$ cat config.mk
export PLATFORM = sky130hd
export DESIGN_NAME = rio_link_tx_sched
export DESIGN_NICKNAME = d
export VERILOG_FILES = /design/src/rtl/rio_link_tx_sched.sv
export SDC_FILE = /design/constraint.sdc
export NUM_CORES = 1
export LEC_CHECK = 0
export CAP_MARGIN = 20
export CORE_ASPECT_RATIO = 2
export CORE_UTILIZATION = 47
export DETAILED_ROUTE_END_ITERATION = 10
export PLACE_DENSITY_LB_ADDON = 0.2
export SLEW_MARGIN = 10
export SYNTH_ARGS = -nofsm -noshare
export SYNTH_HDL_FRONTEND = slang
export SYNTH_SLANG_ARGS = --single-unit
$ cat constraint.sdc
create_clock -name clk -period 2.05 [get_ports clk]
set_clock_uncertainty 0.15 [all_clocks]
set_input_delay 0.41 -clock clk [delete_from_list [all_inputs] [get_ports clk]]
set_output_delay 0.41 -clock clk [all_outputs]
set_load 0.01 [all_outputs]
$ cat src/rtl/rio_link_tx_sched.sv
// rio_link_tx_sched: TX lane word scheduler for the RocketIO/GTP link.
// Chooses SYNC, SKIP, credit, framed packet words or IDLE every cycle.
module rio_link_tx_sched #(
   parameter int         DATA_WIDTH     = 16,
   parameter int         CREDIT_WIDTH   = 16,
   parameter logic [7:0] RIO_COMMA_CHAR = 8'hbc,
   parameter logic [7:0] RIO_SYN_CHAR   = 8'hf7,
   parameter logic [7:0] RIO_SKP_CHAR   = 8'hfb,
   parameter logic [7:0] RIO_SOP_CHAR   = 8'hfd,
   parameter logic [7:0] RIO_EOP_CHAR   = 8'hfe,
   parameter logic [7:0] RIO_IDLE_CHAR  = 8'hbc,
   parameter int         SKP_PERIOD     = 5000
) (
   input  logic                    clk,
   input  logic                    rst,
   input  logic                    i_link_up,
   input  logic [CREDIT_WIDTH-1:0] i_credit,
   input  logic                    i_credit_valid,
   output logic                    o_credit_ack,
   input  logic                    i_tx_valid,
   input  logic                    i_tx_sop,
   input  logic                    i_tx_eop,
   input  logic [DATA_WIDTH-1:0]   i_tx_data,
   output logic                    o_tx_ready,
   output logic [DATA_WIDTH-1:0]   o_rio_tx_data,
   output logic [1:0]              o_rio_tx_isk,
   output logic                    o_underrun,
   output logic                    o_proto_err
);

   typedef enum logic [5:0] {
      T_SYNC = 6'b000001,
      T_IDLE = 6'b000010,
      T_SOP  = 6'b000100,
      T_DATA = 6'b001000,
      T_EOP  = 6'b010000,
      T_DROP = 6'b100000
   } state_t;

   localparam logic [DATA_WIDTH-1:0] W_SYN  = {RIO_SYN_CHAR, RIO_COMMA_CHAR};
   localparam logic [DATA_WIDTH-1:0] W_SKP  = {RIO_SKP_CHAR, RIO_COMMA_CHAR};
   localparam logic [DATA_WIDTH-1:0] W_SOP  = {RIO_SOP_CHAR, RIO_COMMA_CHAR};
   localparam logic [DATA_WIDTH-1:0] W_EOP  = {RIO_EOP_CHAR, RIO_COMMA_CHAR};
   localparam logic [DATA_WIDTH-1:0] W_IDLE = {RIO_IDLE_CHAR, RIO_COMMA_CHAR};
   localparam logic [15:0]           SKP_MAX = 16'(SKP_PERIOD - 1);

   state_t                  r_state;
   state_t                  w_next;
   logic [DATA_WIDTH-1:0]   r_tx_data;
   logic [1:0]              r_tx_isk;
   logic                    r_underrun;
   logic                    r_proto_err;
   logic [15:0]             r_skip_cnt;
   logic                    r_skip_pend;
   logic [DATA_WIDTH-1:0]   w_data;
   logic [1:0]              w_isk;
   logic                    w_skip_clr;
   logic                    w_skip_hit;
   logic                    w_under;
   logic                    w_perr;

   assign w_skip_hit = (r_state != T_SYNC) && (r_skip_cnt == SKP_MAX);

   always_comb begin
      w_next       = r_state;
      w_data       = W_SYN;
      w_isk        = 2'b11;
      w_skip_clr   = 1'b0;
      w_under      = 1'b0;
      w_perr       = 1'b0;
      o_tx_ready   = 1'b0;
      o_credit_ack = 1'b0;
      unique case (r_state)
         T_SYNC: begin
            if (i_link_up) w_next = T_IDLE;
         end
         T_IDLE: begin
            if (!i_link_up) begin
               w_next = T_SYNC;
            end else if (r_skip_pend) begin
               w_data     = W_SKP;
               w_skip_clr = 1'b1;
            end else if (i_credit_valid) begin
               w_data       = i_credit;
               w_isk        = 2'b00;
               o_credit_ack = 1'b1;
            end else if (i_tx_valid && i_tx_sop) begin
               w_data = W_SOP;
               w_next = T_SOP;
            end else if (i_tx_valid) begin
               w_data     = W_IDLE;
               o_tx_ready = 1'b1;
               w_perr     = 1'b1;
            end else begin
               w_data = W_IDLE;
            end
         end
         T_SOP, T_DATA: begin
            o_tx_ready = 1'b1;
            // on link loss the beat in flight is consumed and discarded
            if (!i_link_up) begin
               w_next = (i_tx_valid && i_tx_eop) ? T_SYNC : T_DROP;
            end else if (i_tx_valid) begin
               w_data = i_tx_data;
               w_isk  = 2'b00;
               w_perr = (r_state == T_DATA) && i_tx_sop;
               w_next = i_tx_eop ? T_EOP : T_DATA;
            end else begin
               w_data  = W_IDLE;
               w_under = 1'b1;
            end
         end
         T_EOP: begin
            if (i_link_up) begin
               w_data = W_EOP;
               w_next = T_IDLE;
            end else begin
               w_next = T_SYNC;
            end
         end
         T_DROP: begin
            o_tx_ready = 1'b1;
            if (i_tx_valid && i_tx_eop) w_next = T_SYNC;
         end
         default: w_next = T_SYNC;
      endcase
   end

   always_ff @(posedge clk) begin
      if (rst) begin
         r_state     <= T_SYNC;
         r_tx_data   <= W_SYN;
         r_tx_isk    <= 2'b11;
         r_underrun  <= 1'b0;
         r_proto_err <= 1'b0;
         r_skip_cnt  <= 16'd0;
         r_skip_pend <= 1'b0;
      end else begin
         r_state     <= w_next;
         r_tx_data   <= w_data;
         r_tx_isk    <= w_isk;
         r_underrun  <= w_under;
         r_proto_err <= w_perr;
         if (r_state != T_SYNC)
            r_skip_cnt <= w_skip_hit ? 16'd0 : r_skip_cnt + 16'd1;
         // a fresh request wins over the clear of an older one
         r_skip_pend <= w_skip_hit | (r_skip_pend & ~w_skip_clr);
      end
   end

   assign o_rio_tx_data = r_tx_data;
   assign o_rio_tx_isk  = r_tx_isk;
   assign o_underrun    = r_underrun;
   assign o_proto_err   = r_proto_err;

endmodule

## Word level (Yosys, flattened, before mapping)

Cells that the tools add are included.

- Bits in registers: 43
- Bits in latches: 0
- Memory bits (read-only): 0
- Memories: 0
- Bits of input ports: 39
- Logic and storage cells: 79
- Memory bits (writable): 0
- Output and inout port bits: 22

- Shift-type cells: 0
- $lt $le $gt $ge: 0
- Equality and inequality tests: 14
- Div/mod/pow operators: 0
- Multiply operators: 0
- Bitwise logic cells: 5
- Reduce and logical (&&, ||, !) cells: 8
- Multiplexer cells: 44
- Add/subtract/negate cells: 1

Operators by type and width:

| cell | number |
|---|---|
| 16-bit two-way mux | 6 |
| 6-bit two-way mux | 9 |
| 16-bit case mux with 3 select lines | 1 |
| 6-bit case mux with 5 select lines | 1 |
| 16-bit by 1-bit adder with 16-bit output (second input constant) | 1 |
| 16-bit by 13-bit == test with 1-bit output (second input constant) | 1 |
| 1-bit two-way mux | 15 |
| 15-bit two-way mux | 1 |
| 12-bit two-way mux | 1 |
| 2-bit two-way mux | 6 |
| 3-bit != test (second input constant) | 4 |
| 6-bit by 1-bit == test with 1-bit output (second input constant) | 1 |
| 6-bit by 2-bit == test with 1-bit output (second input constant) | 1 |
| 6-bit by 3-bit == test with 1-bit output (second input constant) | 1 |
| 6-bit by 4-bit == test with 1-bit output (second input constant) | 1 |
| 6-bit by 5-bit == test with 1-bit output (second input constant) | 1 |
| 6-bit == test (second input constant) | 1 |
| 6-bit by 1-bit != test with 1-bit output (second input constant) | 1 |
| 6-bit AND reduction | 1 |
| 3-bit OR reduction | 2 |
| 5-bit two-way mux | 1 |
| 1-bit logical AND | 4 |
| 2-bit != test (second input constant) | 2 |
| 1-bit case mux with 2 select lines | 2 |
| 5 further kinds | 7 |

## Logic depth before layout (Yosys ltp)

- Depth after elaboration: 6
- Depth in mapped cells: 7

## Worst setup path after synthesis

No wires, ideal clock.

- Path type: reg2reg
- Start point: register r_state[2]
- End point: register r_state[2]
- Arrival time: 1.610 ns
- Stages on the path, launching flop included: 7
- Buffers on the path: 1
- Path slack: 0.169 ns
- Period minus slack after synthesis: 1.881 ns
- Path through: dfxtp_1 -> buf_2 -> nor4_4 -> a32oi_1 -> o21ai_2 -> nor2_2 -> mux2_4

- Word-level cells in the longest chain between the ends: 4

RTL lines:

| element | line | source |
|---|---|---|
| start: declaration | 47 | `state_t r_state;` |
| start signal: assignment | 139 | `r_state <= w_next;` |
| 6-bit by 4-bit == test with 1-bit output / 6-bit by 3-bit == test with 1-bit output (equally long branches) | 73 | `unique case (r_state)` |
| 2-bit OR reduction | 73 |  |
| 3-bit != test (no line) | -- |  |
| 6-bit AND reduction (no line) | -- |  |

Parallel ways exist; a longest one is shown, timed or not.
A chain may end at the register's enable or synchronous reset.

## Worst setup path in the final report

- Start point: register r_state[2]
- End point: register r_proto_err, in the netlist o_proto_err

- Word-level cells in the longest chain between the ends: 5

RTL lines:

| element | line | source |
|---|---|---|
| 6-bit by 4-bit == test with 1-bit output | 73, 106 |  |
| 1-bit logical AND | 106 | `w_perr = (r_state == T_DATA) && i_tx_sop;` |
| 1-bit two-way mux | 103 | `end else if (i_tx_valid) begin` |
| 1-bit two-way mux | 101 | `if (!i_link_up) begin` |
| 1-bit case mux with 2 select lines (*) | 73 |  |
| end signal: assignment | 143 | `r_proto_err <= w_perr;` |
| end: declaration | 52 | `logic r_proto_err;` |

Every way passes the cells marked *; elsewhere a longest branch is shown, timed or not.

==> summary.log <==
[clock_network] clock latency on the worst-skew pair 0.29 ns
[placement] final weighted congestion in routability-driven placement 0.931
[cells_and_area] Layout Area Growth over Synthesis 52.6%
[sta] final slew viol count 0
[global_route] first-pass GRT wire length 10.3 mm
[sta] slew at the pin closest to its max-slew limit 0.417 ns
[sta] setup repair after global routing missed its margin true
[global_route] global-route usage over all layers 0.278
[setup_path] critical path's largest stage delay 0.33 ns
[global_route] number of antenna violations at the first check in global routing 0
[setup_path] startpoint of the lowest-slack register-to-register path r_state[2]
[setup_path] maximum fanout along the worst path 3
[clock_network] TritonCTS clock tree built
[synthesis] number of standard cells after synthesis 250
[clock_network] clock-pin slew of the registers on the worst-case setup and hold paths 0.08 ns
[floorplanning] Starting Density 0.486
[detailed_routing] via count 2275
[floorplanning] standard cell core area 4340 µm²
[cells_and_area] share of final-layout standard cells stronger than drive strength 1 0.223
[sta] highest clock rate 485 MHz
[floorplanning] io pins 61
[clock_network] Inserted Clock Buffers 5
[synthesis] count of unique library cells instantiated by Yosys 55
[detailed_routing] routed via count divided by cell count 5.65
[sta] number of hold-slack violations in the final timing report 0
[sta] smallest setup slack after layout -0.0109 ns
[synthesis] biggest area contributors in the synthesized netlist sky130_fd_sc_hd__dfxtp_1, sky130_fd_sc_hd__xor2_1, sky130_fd_sc_hd__nand2_1, sky130_fd_sc_hd__nor2_1, sky130_fd_sc_hd__nand3_1
[clock_network] count of clock tree sinks 42
[power] Max VDD drop 0.532 mV
[clock_network] Max H-tree Level 2
[cells_and_area] commonest cells after routing, fill and taps aside sky130_fd_sc_hd__clkdlybuf4s50_1, sky130_fd_sc_hd__buf_4, sky130_fd_sc_hd__dfxtp_1
[cells_and_area] number of antenna diodes 0
[min_path] start point of the worst min-delay path r_skip_cnt[1]
[cells_and_area] leading cell type in the layout, fill and taps excluded sky130_fd_sc_hd__clkdlybuf4s50_1
[setup_path] worst-path cell with the longest stage delay sky130_fd_sc_hd__dfxtp_2
[power] total power divided by cell area 632 nW/µm²
[detailed_routing] total wire length 6.41 mm
[global_route] grt ovf 0
[cells_and_area] nets@finish 388
[synthesis] number of warnings issued by yosys 0
[floorplanning] die height 96.7 µm
[sta] max-slew headroom at the worst pin 0.721
[status] run status complete, but fails checks
[min_path] Min-Delay Path Class register to register
[power] Final Power 0.00203 W
[cells_and_area] post-route core utilization 0.742
[placement] Port Buffer Count 60
[setup_path] crit path launch r_state[2]
[synthesis] number of enable flip-flop cells after synthesis 0
[synthesis] flop and latch count out of synthesis 42
[detailed_routing] initial drt markers 79
[synthesis] share of Yosys cell area claimed by the top area cell type 0.399
[synthesis] mean instance size in the synthesized netlist 8.44 µm²
[placement] HPWL after DPL 4.82 mm
[floorplanning] overall die area 4780 µm²
[floorplanning] placement row count 34
[global_route] number of global-route vias before repair 2310
[status] violations in the final reports negative setup slack
[setup_path] data required time of the worst path 2.13 ns
[setup_path] endpoint class of the critical path register
[setup_path] Worst Path Arrival 2.15 ns
[setup_path] worst reg2reg setup slack -0.01 ns
[synthesis] Async SR Flop Fraction 0
[setup_path] cell with the most instances on the worst path sky130_fd_sc_hd__buf_4
[synthesis] sequential share of the synthesized area 0.399
[synthesis] post-synthesis instance area 2110 µm²
[flow_run] number of max-cap violations 0
[detailed_routing] number of remaining DRC errors 0
[sta] final number of setup-violating endpoints 1
[power] leakage power 1.23 nW
[clock_network] buffer levels on the longest clock path 2
[detailed_routing] number of search-and-repair iterations in the first detailed-routing pass 4
[sta] crit share post-route 1.01
[floorplanning] die width 49.4 µm
[sta] final period demand of the worst path 2.06 ns
[synthesis] Main synth FF type sky130_fd_sc_hd__dfxtp_1
[setup_path] cell chain of the critical path nor4b_2 > buf_4 > and2_4 > nand2_4 > buf_4 > buf_4 > buf_4 > buf_4 > buf_4 > buf_4 > a21boi_2
[placement] Worst Setup Slack post-DPL -0.446 ns
[synthesis] Syn Nets 290
[setup_path] buffer and inverter count on the worst path 7
[global_route] maximum number of pins on one net before global-route repair 19
[setup_path] Startpoint Class register
[setup_path] Worst path top cell family by delay buffers and inverters
[clock_network] root buffer cell sky130_fd_sc_hd__clkbuf_8
[detailed_routing] Final ANT Viol Nets 0
[setup_path] Setup CP Type register to register
[synthesis] Synth area leader sky130_fd_sc_hd__dfxtp_1
[detailed_routing] routed length per placed instance 15.9 µm
final cells by class:
cell class | count | area [µm²]
Multi-Input combinational cell | 193 | 1250
Fill cell | 344 | 1120
Timing Repair Buffer | 105 | 948
Sequential cell | 42 | 842
Clock buffer | 5 | 68.8
Tap cell | 54 | 67.6
Clock inverter | 3 | 40.0
Inverter | 1 | 3.75
repair_timing:
item / CTS / global route
setup buffers: 5 / 0
hold buffers: 0 / 0
setup endpoints to repair: 2 / 13
pin swaps: 6 / 1
endpoints found under the hold margin: 0 / 0
gates resized for setup: 13 / 10
cells in the mapped netlist, drive strengths merged (3+ instances only):
cell type  instances
o21ai             17
nand3             19
nor3b              4
clkbuf             7
nand3b             3
nor2b              6
a21oi             13
nor3               3
xor2              13
nor4               6
xnor2              3
nand4              6
dfxtp             42
nor2              31
a22oi              5
buf                7
nand2             31
through the flow:
step                      cells  area (µm²)  hold WS (ns)  TNS (ns)
after global routing        403        3220         0.381    -0.148
after global placement      390        3030         0.336     -1.68
final                       403        3220         0.365   -0.0109
after CTS                   403        3160         0.356         0
after floorplan             250        2110         0.324         0
after detailed placement    390        3030         0.345     -1.94
flip-flops by register name, summed over array words and instances, names as in the netlist:
name	cells
o_underrun	1
r_skip_pend	1
o_proto_err	1
o_rio_tx_isk	1
r_skip_cnt	16
r_state	6
o_rio_tx_data	16
worst reg2reg max path, stage by stage, from the launching register on:
cell and delay [ns]:
sky130_fd_sc_hd__dfxtp_2 0.33, sky130_fd_sc_hd__nor4b_2 0.27, sky130_fd_sc_hd__buf_4 0.17, sky130_fd_sc_hd__and2_4 0.17, sky130_fd_sc_hd__nand2_4 0.06, sky130_fd_sc_hd__buf_4 0.15, sky130_fd_sc_hd__buf_4 0.13, sky130_fd_sc_hd__buf_4 0.12
sky130_fd_sc_hd__buf_4 0.12, sky130_fd_sc_hd__buf_4 0.12, sky130_fd_sc_hd__buf_4 0.12, sky130_fd_sc_hd__a21boi_2 0.10
routing by layer:
layer / global-route usage / part of all wire / vias up / routed length, µm
met2: 0.576 / 0.60 / 84 / 3830
met4: 0.105 / 0.026 / 0 / 165
li1: - / - / 1081 / -
met3: 0.0503 / 0.047 / 18 / 302
met1: 0.243 / 0.33 / 1092 / 2110
met5: 0 / 0 / - / 0
report_power, final:
part | switching, W | total [W] | internal [W]
clock | 0.000282 | 0.000640 | 0.000358
combinational | 0.000246 | 0.000515 | 0.000270
sequential | 0.0000277 | 0.000878 | 0.000851
logic make-up after synthesis:
| logic type | Yosys count | synth area share |
|---|---|---|
| adder cells (fa/ha/maj) | 1 | 0.00593 |
| AO/OA/AOI/OAI | 51 | 0.158 |
| AND/OR/NAND/NOR | 122 | 0.319 |
| flip-flops | 42 | 0.399 |
| XOR/XNOR | 16 | 0.0664 |
| multiplexers | 3 | 0.0190 |
| buffers and inverters | 15 | 0.0326 |
worst paths after layout:
check	to	depth (start not counted)
worst max-delay path	o_proto_err	11
worst min-delay path	r_skip_cnt[1]	2
worst max register to register	o_proto_err	11
worst min register to register	r_skip_cnt[1]	2
Power figures use the tool's default switching activity.
